File: src/rtl/beat_window_fifo_pkg.sv
// Shared constants and helpers for the heart-rate sliding-window sample FIFO.
package beat_window_fifo_pkg;

    localparam int unsigned SAMPLE_WIDTH  = 1;
    localparam int unsigned DEFAULT_DEPTH = 256;

    // Wrapped pointer increment by explicit compare, so DEPTH need not be a power of two.
    function automatic int unsigned ptr_inc(input int unsigned ptr, input int unsigned depth);
        return (ptr == depth - 1) ? 0 : ptr + 1;
    endfunction

endpackage

File: src/rtl/beat_window_fifo_if.sv
// Sample/status bundle between the beat detector, the window FIFO and the rate counter.
interface beat_window_fifo_if
    import beat_window_fifo_pkg::*;
#(
    parameter int unsigned WIDTH = SAMPLE_WIDTH,
    parameter int unsigned DEPTH = DEFAULT_DEPTH
);
    localparam int unsigned AW = $clog2(DEPTH + 1);

    logic [WIDTH-1:0] d;
    logic             wen;
    logic             ren;
    logic [WIDTH-1:0] q;
    logic             full;
    logic             empty;
    logic [AW-1:0]    count;
    logic             overflow;
    logic             underflow;

    modport master (
        output d, wen, ren,
        input  q, full, empty, count, overflow, underflow
    );

    modport slave (
        input  d, wen, ren,
        output q, full, empty, count, overflow, underflow
    );

endinterface

File: src/rtl/beat_window_fifo_mem.sv
// DEPTH x WIDTH sample store: one synchronous write port, one asynchronous read port.
module beat_window_fifo_mem #(
    parameter int unsigned WIDTH = 1,
    parameter int unsigned DEPTH = 256,
    parameter int unsigned PW    = $clog2(DEPTH)
) (
    input  logic             clock,
    input  logic             we,
    input  logic [PW-1:0]    waddr,
    input  logic [WIDTH-1:0] wdata,
    input  logic [PW-1:0]    raddr,
    output logic [WIDTH-1:0] rdata
);

    logic [WIDTH-1:0] mem [DEPTH];

    // NOTE: the array has no reset; the top masks q while empty, so stale contents never escape.
    always_ff @(posedge clock) begin
        if (we) begin
            mem[waddr] <= wdata;
        end
    end

    assign rdata = mem[raddr];

endmodule

File: src/rtl/beat_window_fifo.sv
// Sliding-window delay FIFO: first-word-fall-through, early full, sticky overflow/underflow.
module beat_window_fifo
    import beat_window_fifo_pkg::*;
#(
    parameter int unsigned WIDTH      = SAMPLE_WIDTH,
    parameter int unsigned DEPTH      = DEFAULT_DEPTH,
    parameter int unsigned FULL_LEVEL = DEPTH - 1
) (
    input  logic              clock,
    input  logic              reset,
    beat_window_fifo_if.slave bus
);

    localparam int unsigned AW = $clog2(DEPTH + 1);
    localparam int unsigned PW = $clog2(DEPTH);

    logic [PW-1:0]    wr_ptr;
    logic [PW-1:0]    rd_ptr;
    logic [AW-1:0]    count;
    logic             overflow;
    logic             underflow;
    logic             wr_ok;
    logic             rd_ok;
    logic [WIDTH-1:0] rd_data;

    // NOTE: every signal written here gets a value on every path, so no latch can be inferred.
    always_comb begin
        wr_ok = 1'b0;
        rd_ok = 1'b0;
        // A write into a full window is legal when the oldest sample leaves on the same edge.
        if (bus.wen && (count < AW'(DEPTH) || bus.ren)) wr_ok = 1'b1;
        if (bus.ren && count != '0)                     rd_ok = 1'b1;
    end

    // NOTE: state is updated with non-blocking assignments so all registers see pre-edge values.
    always_ff @(posedge clock) begin
        if (reset) begin
            wr_ptr    <= '0;
            rd_ptr    <= '0;
            count     <= '0;
            overflow  <= 1'b0;
            underflow <= 1'b0;
        end else begin
            if (wr_ok) wr_ptr <= PW'(ptr_inc(32'(wr_ptr), DEPTH));
            if (rd_ok) rd_ptr <= PW'(ptr_inc(32'(rd_ptr), DEPTH));
            case ({wr_ok, rd_ok})
                2'b10:   count <= count + AW'(1);
                2'b01:   count <= count - AW'(1);
                default: count <= count;
            endcase
            overflow  <= overflow  | (bus.wen & ~wr_ok);
            underflow <= underflow | (bus.ren & ~rd_ok);
        end
    end

    beat_window_fifo_mem #(
        .WIDTH (WIDTH),
        .DEPTH (DEPTH),
        .PW    (PW)
    ) u_mem (
        .clock (clock),
        .we    (wr_ok),
        .waddr (wr_ptr),
        .wdata (bus.d),
        .raddr (rd_ptr),
        .rdata (rd_data)
    );

    assign bus.q         = (count == '0) ? '0 : rd_data;
    assign bus.full      = (count >= AW'(FULL_LEVEL));
    assign bus.empty     = (count == '0);
    assign bus.count     = count;
    assign bus.overflow  = overflow;
    assign bus.underflow = underflow;

endmodule

File: src/flat_wrapper.sv
// flat-port wrapper written by rule: the top's interface ports become plain ports
module beat_window_fifo_flat import beat_window_fifo_pkg::*;
#(
    parameter int unsigned WIDTH      = SAMPLE_WIDTH,
    parameter int unsigned DEPTH      = DEFAULT_DEPTH,
    parameter int unsigned FULL_LEVEL = DEPTH - 1
)
  (clock, reset, bus_d, bus_wen, bus_ren, bus_q, bus_full, bus_empty, bus_count, bus_overflow, bus_underflow);
  beat_window_fifo_if #(.WIDTH(WIDTH), .DEPTH(DEPTH)) bus_i ();
  input  logic clock;
  input  logic reset;
  input wire logic [$bits(bus_i.d)-1:0] bus_d;
  input wire logic [$bits(bus_i.wen)-1:0] bus_wen;
  input wire logic [$bits(bus_i.ren)-1:0] bus_ren;
  output wire logic [$bits(bus_i.q)-1:0] bus_q;
  output wire logic [$bits(bus_i.full)-1:0] bus_full;
  output wire logic [$bits(bus_i.empty)-1:0] bus_empty;
  output wire logic [$bits(bus_i.count)-1:0] bus_count;
  output wire logic [$bits(bus_i.overflow)-1:0] bus_overflow;
  output wire logic [$bits(bus_i.underflow)-1:0] bus_underflow;
  assign bus_i.d = bus_d;
  assign bus_i.wen = bus_wen;
  assign bus_i.ren = bus_ren;
  assign bus_q = bus_i.q;
  assign bus_full = bus_i.full;
  assign bus_empty = bus_i.empty;
  assign bus_count = bus_i.count;
  assign bus_overflow = bus_i.overflow;
  assign bus_underflow = bus_i.underflow;
  beat_window_fifo #(.WIDTH(WIDTH), .DEPTH(DEPTH), .FULL_LEVEL(FULL_LEVEL)) u_core (.clock(clock), .reset(reset), .bus(bus_i));
endmodule
File: config.mk
export PLATFORM = sky130hd
export DESIGN_NAME = beat_window_fifo_flat
export DESIGN_NICKNAME = d
export VERILOG_FILES = /design/src/rtl/beat_window_fifo_pkg.sv /design/src/rtl/beat_window_fifo_if.sv /design/src/rtl/beat_window_fifo_mem.sv /design/src/rtl/beat_window_fifo.sv /design/src/flat_wrapper.sv
export SDC_FILE = /design/constraint.sdc
export NUM_CORES = 1
export LEC_CHECK = 0
export ABC_AREA = 1
export CORE_MARGIN = 2
export CORE_UTILIZATION = 35
export CTS_CLUSTER_SIZE = 10
export DETAILED_ROUTE_END_ITERATION = 12
export DONT_BUFFER_PORTS = 1
export HOLD_SLACK_MARGIN = 0.15
export PLACE_DENSITY_LB_ADDON = 0.3
export REMOVE_ABC_BUFFERS = 1
export SYNTH_ARGS = -nofsm -noshare
export SYNTH_HDL_FRONTEND = slang
export SYNTH_HIERARCHICAL = 1
export SYNTH_SLANG_ARGS = --single-unit
File: constraint.sdc
create_clock -name clock -period 5.42 [get_ports clock]
set_clock_uncertainty 0.2 [all_clocks]
set_input_delay 1.626 -clock clock [delete_from_list [all_inputs] [get_ports clock]]
set_output_delay 1.626 -clock clock [all_outputs]
set_load 0.05 [all_outputs]
Yosys cells after proc, flatten, opt, wreduce, memory -nomap -nowiden
Memory sizes are Yosys's and may differ from the RTL's. A register that Yosys moved wholly into a read port is not among the register bits.
Cells that the tools add are included.
{ "word_totals": {"reg_bits": 27, "latchBits": 0, "mem_bits_rw": 256, "romBits": 0, "in_bits": 5, "word_cells": 38, "mem_count": 1} }
{ "classes": {"add_sub_neg": 4, "multipliers": 0, "n_div": 0, "n_lt_le_gt_ge": 2, "n_eq_ne": 4, "n_shift": 0, "mux": 10, "bitwise_logic": 6, "n_reduce_logical": 6} }
{ "mem_list": {"columns": ["memory", "words", "word_bits", "rd", "rd_clocked_by_memory_dff", "write_ports", "line_no", "text"], "rows": [
  ["u_core.u_mem.mem", 256, 1, 1, 1, 1, "beat_window_fifo_mem.sv:15", "logic [WIDTH-1:0] mem [DEPTH];"]
]} }
{ "op_table": {"columns": ["operator", "n"], "rows": [
  ["8-bit 2-to-1 mux", 4],
  ["9-bit case mux with 2 select lines", 1],
  ["8-bit by 1-bit adder with 8-bit output, second input constant", 2],
  ["8-bit == test, second input constant", 2],
  ["9-bit by 1-bit adder with 9-bit output, second input constant", 1],
  ["9-bit by 8-bit >= comparator with 1-bit output, second input constant", 1],
  ["9-bit zero test", 1],
  ["9-bit < comparator, second input constant", 1],
  ["9-bit nonzero test", 1],
  ["9-bit by 1-bit subtractor with 9-bit output, second input constant", 1],
  ["1-bit 2-to-1 mux", 5],
  ["1-bit AND", 2],
  ["2-bit by 1-bit == test with 1-bit output, second input constant", 1],
  ["2-bit == test, second input constant", 1],
  ["1-bit logical AND", 2],
  ["1-bit inverter", 2],
  ["1-bit OR", 2],
  ["2-bit nonzero test", 1],
  ["1-bit logical OR", 1]
]} }

Logic depth before layout (Yosys ltp)
Gate-level depths: netlist of the first run.
{ "depth": {"ltp_word": 7, "depth_mapped": 15} }

By module
The synthesis of the first run kept the hierarchy.
{ "modules_own_cells": {"columns": ["mod", "n_inst", "cells_per_inst", "area_each_um2", "seq_area_each_um2"], "rows": [
  ["beat_window_fifo_mem", 1, 1183, 11697.5, 7687.4],
  ["beat_window_fifo", 1, 267, 1734.2, 540.5]
]} }

Worst setup path after synthesis of the first run
No wires, ideal clock.
{ "synth_timing": {"kind": "register -> output", "from": "reg u_core/rd_ptr[0] (netlist name)", "to": "out bus_q", "t_arrival_ns": 2.110, "t_required_ns": 3.594, "path_slack_ns": 1.484, "path_stages_with_launch": 15, "n_path_buf": 2, "path_cell_list": "dfxtp_1 > buf_6 > buf_4 > nand2_1 > nand3_1 > nand3_1 > nand3_1 > nand3_1 > nand2_1 > nand2_1 > nand3_1 > nand3_1 > nand2_1 > inv_1 > nor2_1"} }
{ "synth_rtl": {"columns": ["item", "line_no", "text"], "rows": [
  ["end, declared", "flat_wrapper.sv:15", "output wire logic [$bits(bus_i.q)-1:0] bus_q;"]
]} }

==> impl_metrics.toml, run 1 <==
[worst_setup_path]
slowest_delay_ps = 440
cpMostUsedCell = "nand3_1"
crit_fanout = 49
crit_chain = "inv_4 -> buf_4 -> nand2_1 -> nand3_1 -> nand3_1 -> nand3_1 -> nand3_1 -> nand2_1 -> nand2_1 -> nand3_1 -> nand3_1 -> nand2_1 -> inv_1 -> nor2_1 -> buf_4"
critPathCaptureType = "output pin"
worstSetupPathType = "flop to output pin"
worstSetupStartpointType = "flop"
cp.arrival_ps = 3180
crit_slowest_cell = "inv_4"
worstPathRequired_ps = 3590

[cts]
htreeDepth = 2
cts_made_buffers = 34
cts.sinks = 283
clock_path_buffers = 3
cts_tree = "yes"
clkTransAtPathRegs_ps = 50
insertion_delay_ps = 500
cts_root_buf = "clkbuf_16"
cts_resized = 0
post-cts-setup-buffer-count = 0
cts_hold_buffers = 0

[yosys]
synthMuxAreaShare_pct = 0
synth_seq_area_share_pct = 61.3
synthCells = 1450
yosys-top-cells-area = "edfxtp_1, nand3_1, nand2_1"
synth_compound_area_share_pct = 1.20
synth.avg_cell_area_um2 = 9.26
ys_ff_latch = 283
synthAdderAreaFrac_pct = 1.08
yosysWarnings = 6
post-synth-top-area-cell = "edfxtp_1"
ys_types = 31
synth_top_family_by_area = "simple AND/OR/NAND/NOR gates"
synth.top_cell.area_share_pct = 57.2
syn_area_um2 = 13400
yosys.area_share.simple_pct = 30.2
synth_xor_area_share_pct = 0.587

[final_layout]
drive_gt1_share_pct = 5.37
areaGrowthSynthToFinish_pct = 9.62
n_fill_cell = 3734
antenna_cells = 0
instances_no_fill = 1944
finish.net_count = 1436
fin_area_um2 = 14700
finish.utilization_pct = 39.0

[detailed_routing]
routed_wl_um = 35500
vias = 10100
wire_per_inst_um = 18.3
vias_per_cell = 5.18
drtIter0Drc = 1061
ant_nets = 0
drtPass1Iterations = 5
drc = 0

[floorplan]
die_y_um = 200
start_util_pct = 35.6
die_w_um = 200
floorplan.rows = 71
design.die.area_um2 = 40000
io_pins = 19
coreArea_um2 = 37800

[timing]
slew_violations = 0
finalSetupViolCount = 0
slew_headroom_pct = 13.6
fin_crit_ps = 5000
setup-tns-final_ps = 0
period_share_pct = 92.3
grt_setup_unrepaired = "false"
worstMarginPinSlew_ps = 1290
hold_viol = 0
max_freq_ghz = 0.200

[pwr]
ir_worst_vdd_uv = 273
p_leak_nw = 5.09
fin_total_pwr_w = 0.00595
power_density_nw_per_um2 = 404

[placed_design]
post-dp-hpwl_um = 18900
placed_cell_area_um2 = 13700
io_buffers = 0
place_inst = 1895
routabilityCongestion = 0.805

[grt]
track_usage_pct = 17.9
grt_max_degree = 257
grt_pass1_wl_um = 54400
grt_pass1_vias = 9588
gr-total-overflow = 0
antenna_found_initial = 0

[job]
maxCapViolCount = 0

[min_path]
min_path_type = "flop to flop"

[outcome]
status = "finished, final reports clean"
[state kept, by name (all words and copies together) (netlist names)]
register	count
u_core/bus.overflow	1
u_core/rd_ptr	8
u_core/wr_ptr	8
u_core/bus.underflow	1
u_core/u_mem/mem	256
u_core/bus.count	9
[Yosys cell counts (all sizes together)]
| master | count |
|---|---|
| nand2 | 367 |
| nor2 | 314 |
| nand3 | 275 |
| edfxtp | 256 |
| inv | 58 |
| buf | 48 |
| clkbuf | 40 |
| dfxtp | 27 |
| a21oi | 19 |
| o21ai | 11 |
| ha | 10 |
| nand4 | 8 |
| xor2 | 6 |
| clkinv | 3 |
| xnor2 | 3 |
| nand3b | 2 |
| fa | 1 |
| nor3 | 1 |
| or2 | 1 |
[layout make-up]
type	instances	area (um^2)	share of cell area, %
Clock buffer	49	992	6.74
Inverter	61	233	1.58
Multi-Input combinational cell	1018	4440	30.1
Sequential cell	283	8230	55.9
Tap cell	511	639	4.34
Timing Repair Buffer	22	190	1.29
[report_power, final]
part	internal [W]	switching [W]	total, W
registers	0.00243	0.000191	0.00262
clock network	0.00125	0.000830	0.00208
logic	0.000374	0.000872	0.00125
[kinds of logic (layout without fill, tap and decap cells)]
family / count (synthesis) / after routing
compound gates: 30 / 30
xor+xnor: 9 / 9
flops: 283 / 283
simple gates: 968 / 968
fa+ha+maj: 11 / 11
buf+inv: 149 / 132
[through the flow]
stage               hold WS, ps  worst slack (ps)
floorplan                   311             -1470
global placement            353               960
detailed placement          371               961
CTS                         379               414
global route                416               245
finish                      380               417
[path summary, 6_finish.rpt]
check	cells past startpoint	to	slack (ps)	startpoint
min reg2reg	2	u_core/wr_ptr[0]$_SDFFE_PP0P_	380	u_core/wr_ptr[0]$_SDFFE_PP0P_
max reg2reg	13	u_core/bus.count[7]$_SDFFE_PP0P_	2120	u_core/bus.count[6]$_SDFFE_PP0P_
min	2	u_core/wr_ptr[0]$_SDFFE_PP0P_	380	u_core/wr_ptr[0]$_SDFFE_PP0P_
max	15	bus_q	420	u_core/rd_ptr[0]$_SDFFE_PP0P_
[worst max-delay path, delay by kind of cell, from the launching register on]
kind          cells  cell delay (ps)
flops             1              400
buf+inv           4             1080
simple gates     11             1180
[routing by layer]
layer,vias to the layer above,wire length [um],global-route usage [%]
li1,4770,-,-
met1,4838,14800,23.4
met2,385,16700,30.5
met3,78,2710,2.57
met4,0,1250,6.58
met5,-,0,0
[cells in the final DEF (no fill, tap or decap), types with 9 or more instances in the layout]
| master | synthesis | final |
|---|---|---|
| a21oi_1 | 19 | 19 |
| buf_4 | 6 | 20 |
| clkbuf_1 | 40 | 11 |
| clkbuf_16 | 0 | 38 |
| dfxtp_1 | 27 | 24 |
| edfxtp_1 | 256 | 256 |
| ha_1 | 10 | 10 |
| inv_1 | 55 | 55 |
| nand2_1 | 365 | 365 |
| nand3_1 | 274 | 274 |
| nor2_1 | 310 | 310 |
| o21ai_0 | 10 | 9 |
No activity file was read; power rests on OpenSTA's default activity.
==> run 2, diff against run 1 <==
--- a/config.mk
+++ b/config.mk
@@ -12,7 +12,6 @@
 export DETAILED_ROUTE_END_ITERATION = 12
 export DONT_BUFFER_PORTS = 1
 export HOLD_SLACK_MARGIN = 0.15
-export PLACE_DENSITY_LB_ADDON = 0.3
 export REMOVE_ABC_BUFFERS = 1
 export SYNTH_ARGS = -nofsm -noshare
 export SYNTH_HDL_FRONTEND = slang
==> run 2 against run 1 <==
Compared with the run above:
- sequential power hardly changed
- cell area hardly changed
- global-route usage is 0.055 points higher
- combinational power hardly changed
- largest cell class unchanged
==> impl_metrics.toml, run 2 (same netlist as run 1, synthesis figures left out) <==
[pwr]
power_density_nw_per_um2 = 403
ir_worst_vdd_uv = 413
fin_total_pwr_w = 0.00594
p_leak_nw = 5.08

[cts]
cts_made_buffers = 34
cts.sinks = 283
insertion_delay_ps = 510
post-cts-setup-buffer-count = 0
cts_resized = 0
cts_hold_buffers = 0
cts_tree = "yes"
cts_root_buf = "clkbuf_16"
clkTransAtPathRegs_ps = 50
htreeDepth = 2
clock_path_buffers = 3

[outcome]
status = "finished, final reports clean"

[detailed_routing]
vias = 10100
routed_wl_um = 35500
drtPass1Iterations = 6
ant_nets = 0
vias_per_cell = 5.22
drtIter0Drc = 1055
drc = 0
wire_per_inst_um = 18.3

[worst_setup_path]
crit_chain = "inv_1 -> buf_4 -> nand3_1 -> nand3_1 -> nand3_1 -> nand2_1 -> nand2_1 -> nand3_1 -> nand3_1 -> nand2_1 -> inv_1 -> nor2_1 -> buf_4"
cp_top_family = "buffers and inverters"
slowest_delay_ps = 450
worstPathRequired_ps = 3590
critPathBufInv = 4
worstSetupPathType = "flop to output pin"
rrSetupSlack_ps = 2170
crit_fanout = 21
crit_slowest_cell = "buf_4"
critPathCaptureType = "output pin"
cpMostUsedCell = "nand3_1"
worstSetupStartpointType = "flop"
cp.arrival_ps = 2970

[floorplan]
design.die.area_um2 = 40000
coreArea_um2 = 37800
die_w_um = 200
die_y_um = 200
floorplan.rows = 71
io_pins = 19
start_util_pct = 35.6

[placed_design]
placed_cell_area_um2 = 13700
post-dp-hpwl_um = 18900
io_buffers = 0
routabilityCongestion = 0.817

[timing]
hold_viol = 0
hold-worst-slack_ps = 360
finalSetupViolCount = 0
worstMarginPinSlew_ps = 1180
fin_crit_ps = 4790
max_freq_ghz = 0.209
grt_setup_unrepaired = "false"
slew_headroom_pct = 21.3
period_share_pct = 88.5
slew_violations = 0

[final_layout]
antenna_cells = 0
mostFrequentLayoutCells = "nand2_1, nor2_1, nand3_1"
areaGrowthSynthToFinish_pct = 9.60
finish.utilization_pct = 39.0
fin_area_um2 = 14700
top_register = "u_core/u_mem/mem"
largest_register_ffs = 256
drive_gt1_share_pct = 5.24
layout_commonest_cell = "nand2_1"
top_regs = "u_core/u_mem/mem (256), u_core/bus.count (9)"
finish.net_count = 1434

[min_path]
min_path_type = "flop to flop"

[grt]
grt_pass1_wl_um = 54600
grtUsageMet1_pct = 23.8
grt_pass1_vias = 9609
track_usage_pct = 18.0
grt.busiest_layer = "met2"
met3_usage_pct = 2.69
gr-total-overflow = 0
antenna_found_initial = 0
global_route.usage.met2_pct = 30.5
grt_max_degree = 257

[job]
maxCapViolCount = 0
==> run 2: changes by cell type in the layout (fill, tap and decap cells not counted), sizes merged <==
| cell | previous run | this run |
|---|---|---|
| buf | 22 | 20 |
| bufinv | 0 | 1 |
| clkinv | 3 | 5 |
| clkbuf | 49 | 46 |
==> run 2: power by group <==
group / total, W / internal (W) / switching [W]
sequential: 0.00261 / 0.00242 / 0.000185
clock: 0.00207 / 0.00122 / 0.000852
combinational: 0.00125 / 0.000382 / 0.000872
==> run 2: worst paths after layout <==
kind / from / to / depth (start not counted)
min: u_core/rd_ptr[4]$_SDFFE_PP0P_ / u_core/rd_ptr[4]$_SDFFE_PP0P_ / 2
min reg2reg: u_core/rd_ptr[4]$_SDFFE_PP0P_ / u_core/rd_ptr[4]$_SDFFE_PP0P_ / 2
max reg2reg: u_core/bus.count[6]$_SDFFE_PP0P_ / u_core/bus.count[7]$_SDFFE_PP0P_ / 13
max: u_core/rd_ptr[2]$_SDFFE_PP0P_ / bus_q / 13
==> run 2: worst min-delay path: stages (launching register included) <==
cell	delay, ps
dfxtp_1	370
nand2_1	90
a21oi_1	60
==> run 2: cell type report <==
cell class | instances | area, um^2
tap | 511 | 639
timing repair buffer | 20 | 200
clock buffer | 46 | 917
clock inverter | 3 | 62.6
sequential | 283 | 8230
fill | 3783 | 23000
multi-input combinational | 1018 | 4440
inverter | 61 | 233
==> run 2: per-stage QoR <==
step                setup slack [ps]  cells  TNS [ps]
global route                     412   1942         0
floorplan                      -1470   1362     -1470
CTS                              583   1942         0
global placement                1120   1893         0
detailed placement              1140   1893         0
finish                           626   1942         0
==> run 2: per-layer routing <==
metal / up-vias / part of all wire, % / wire, um
met5: - / 0 / 0
met4: 0 / 2.8 / 990
met3: 64 / 7.8 / 2750
met2: 392 / 48 / 17000
met1: 4910 / 42 / 14700
li1: 4771 / - / -
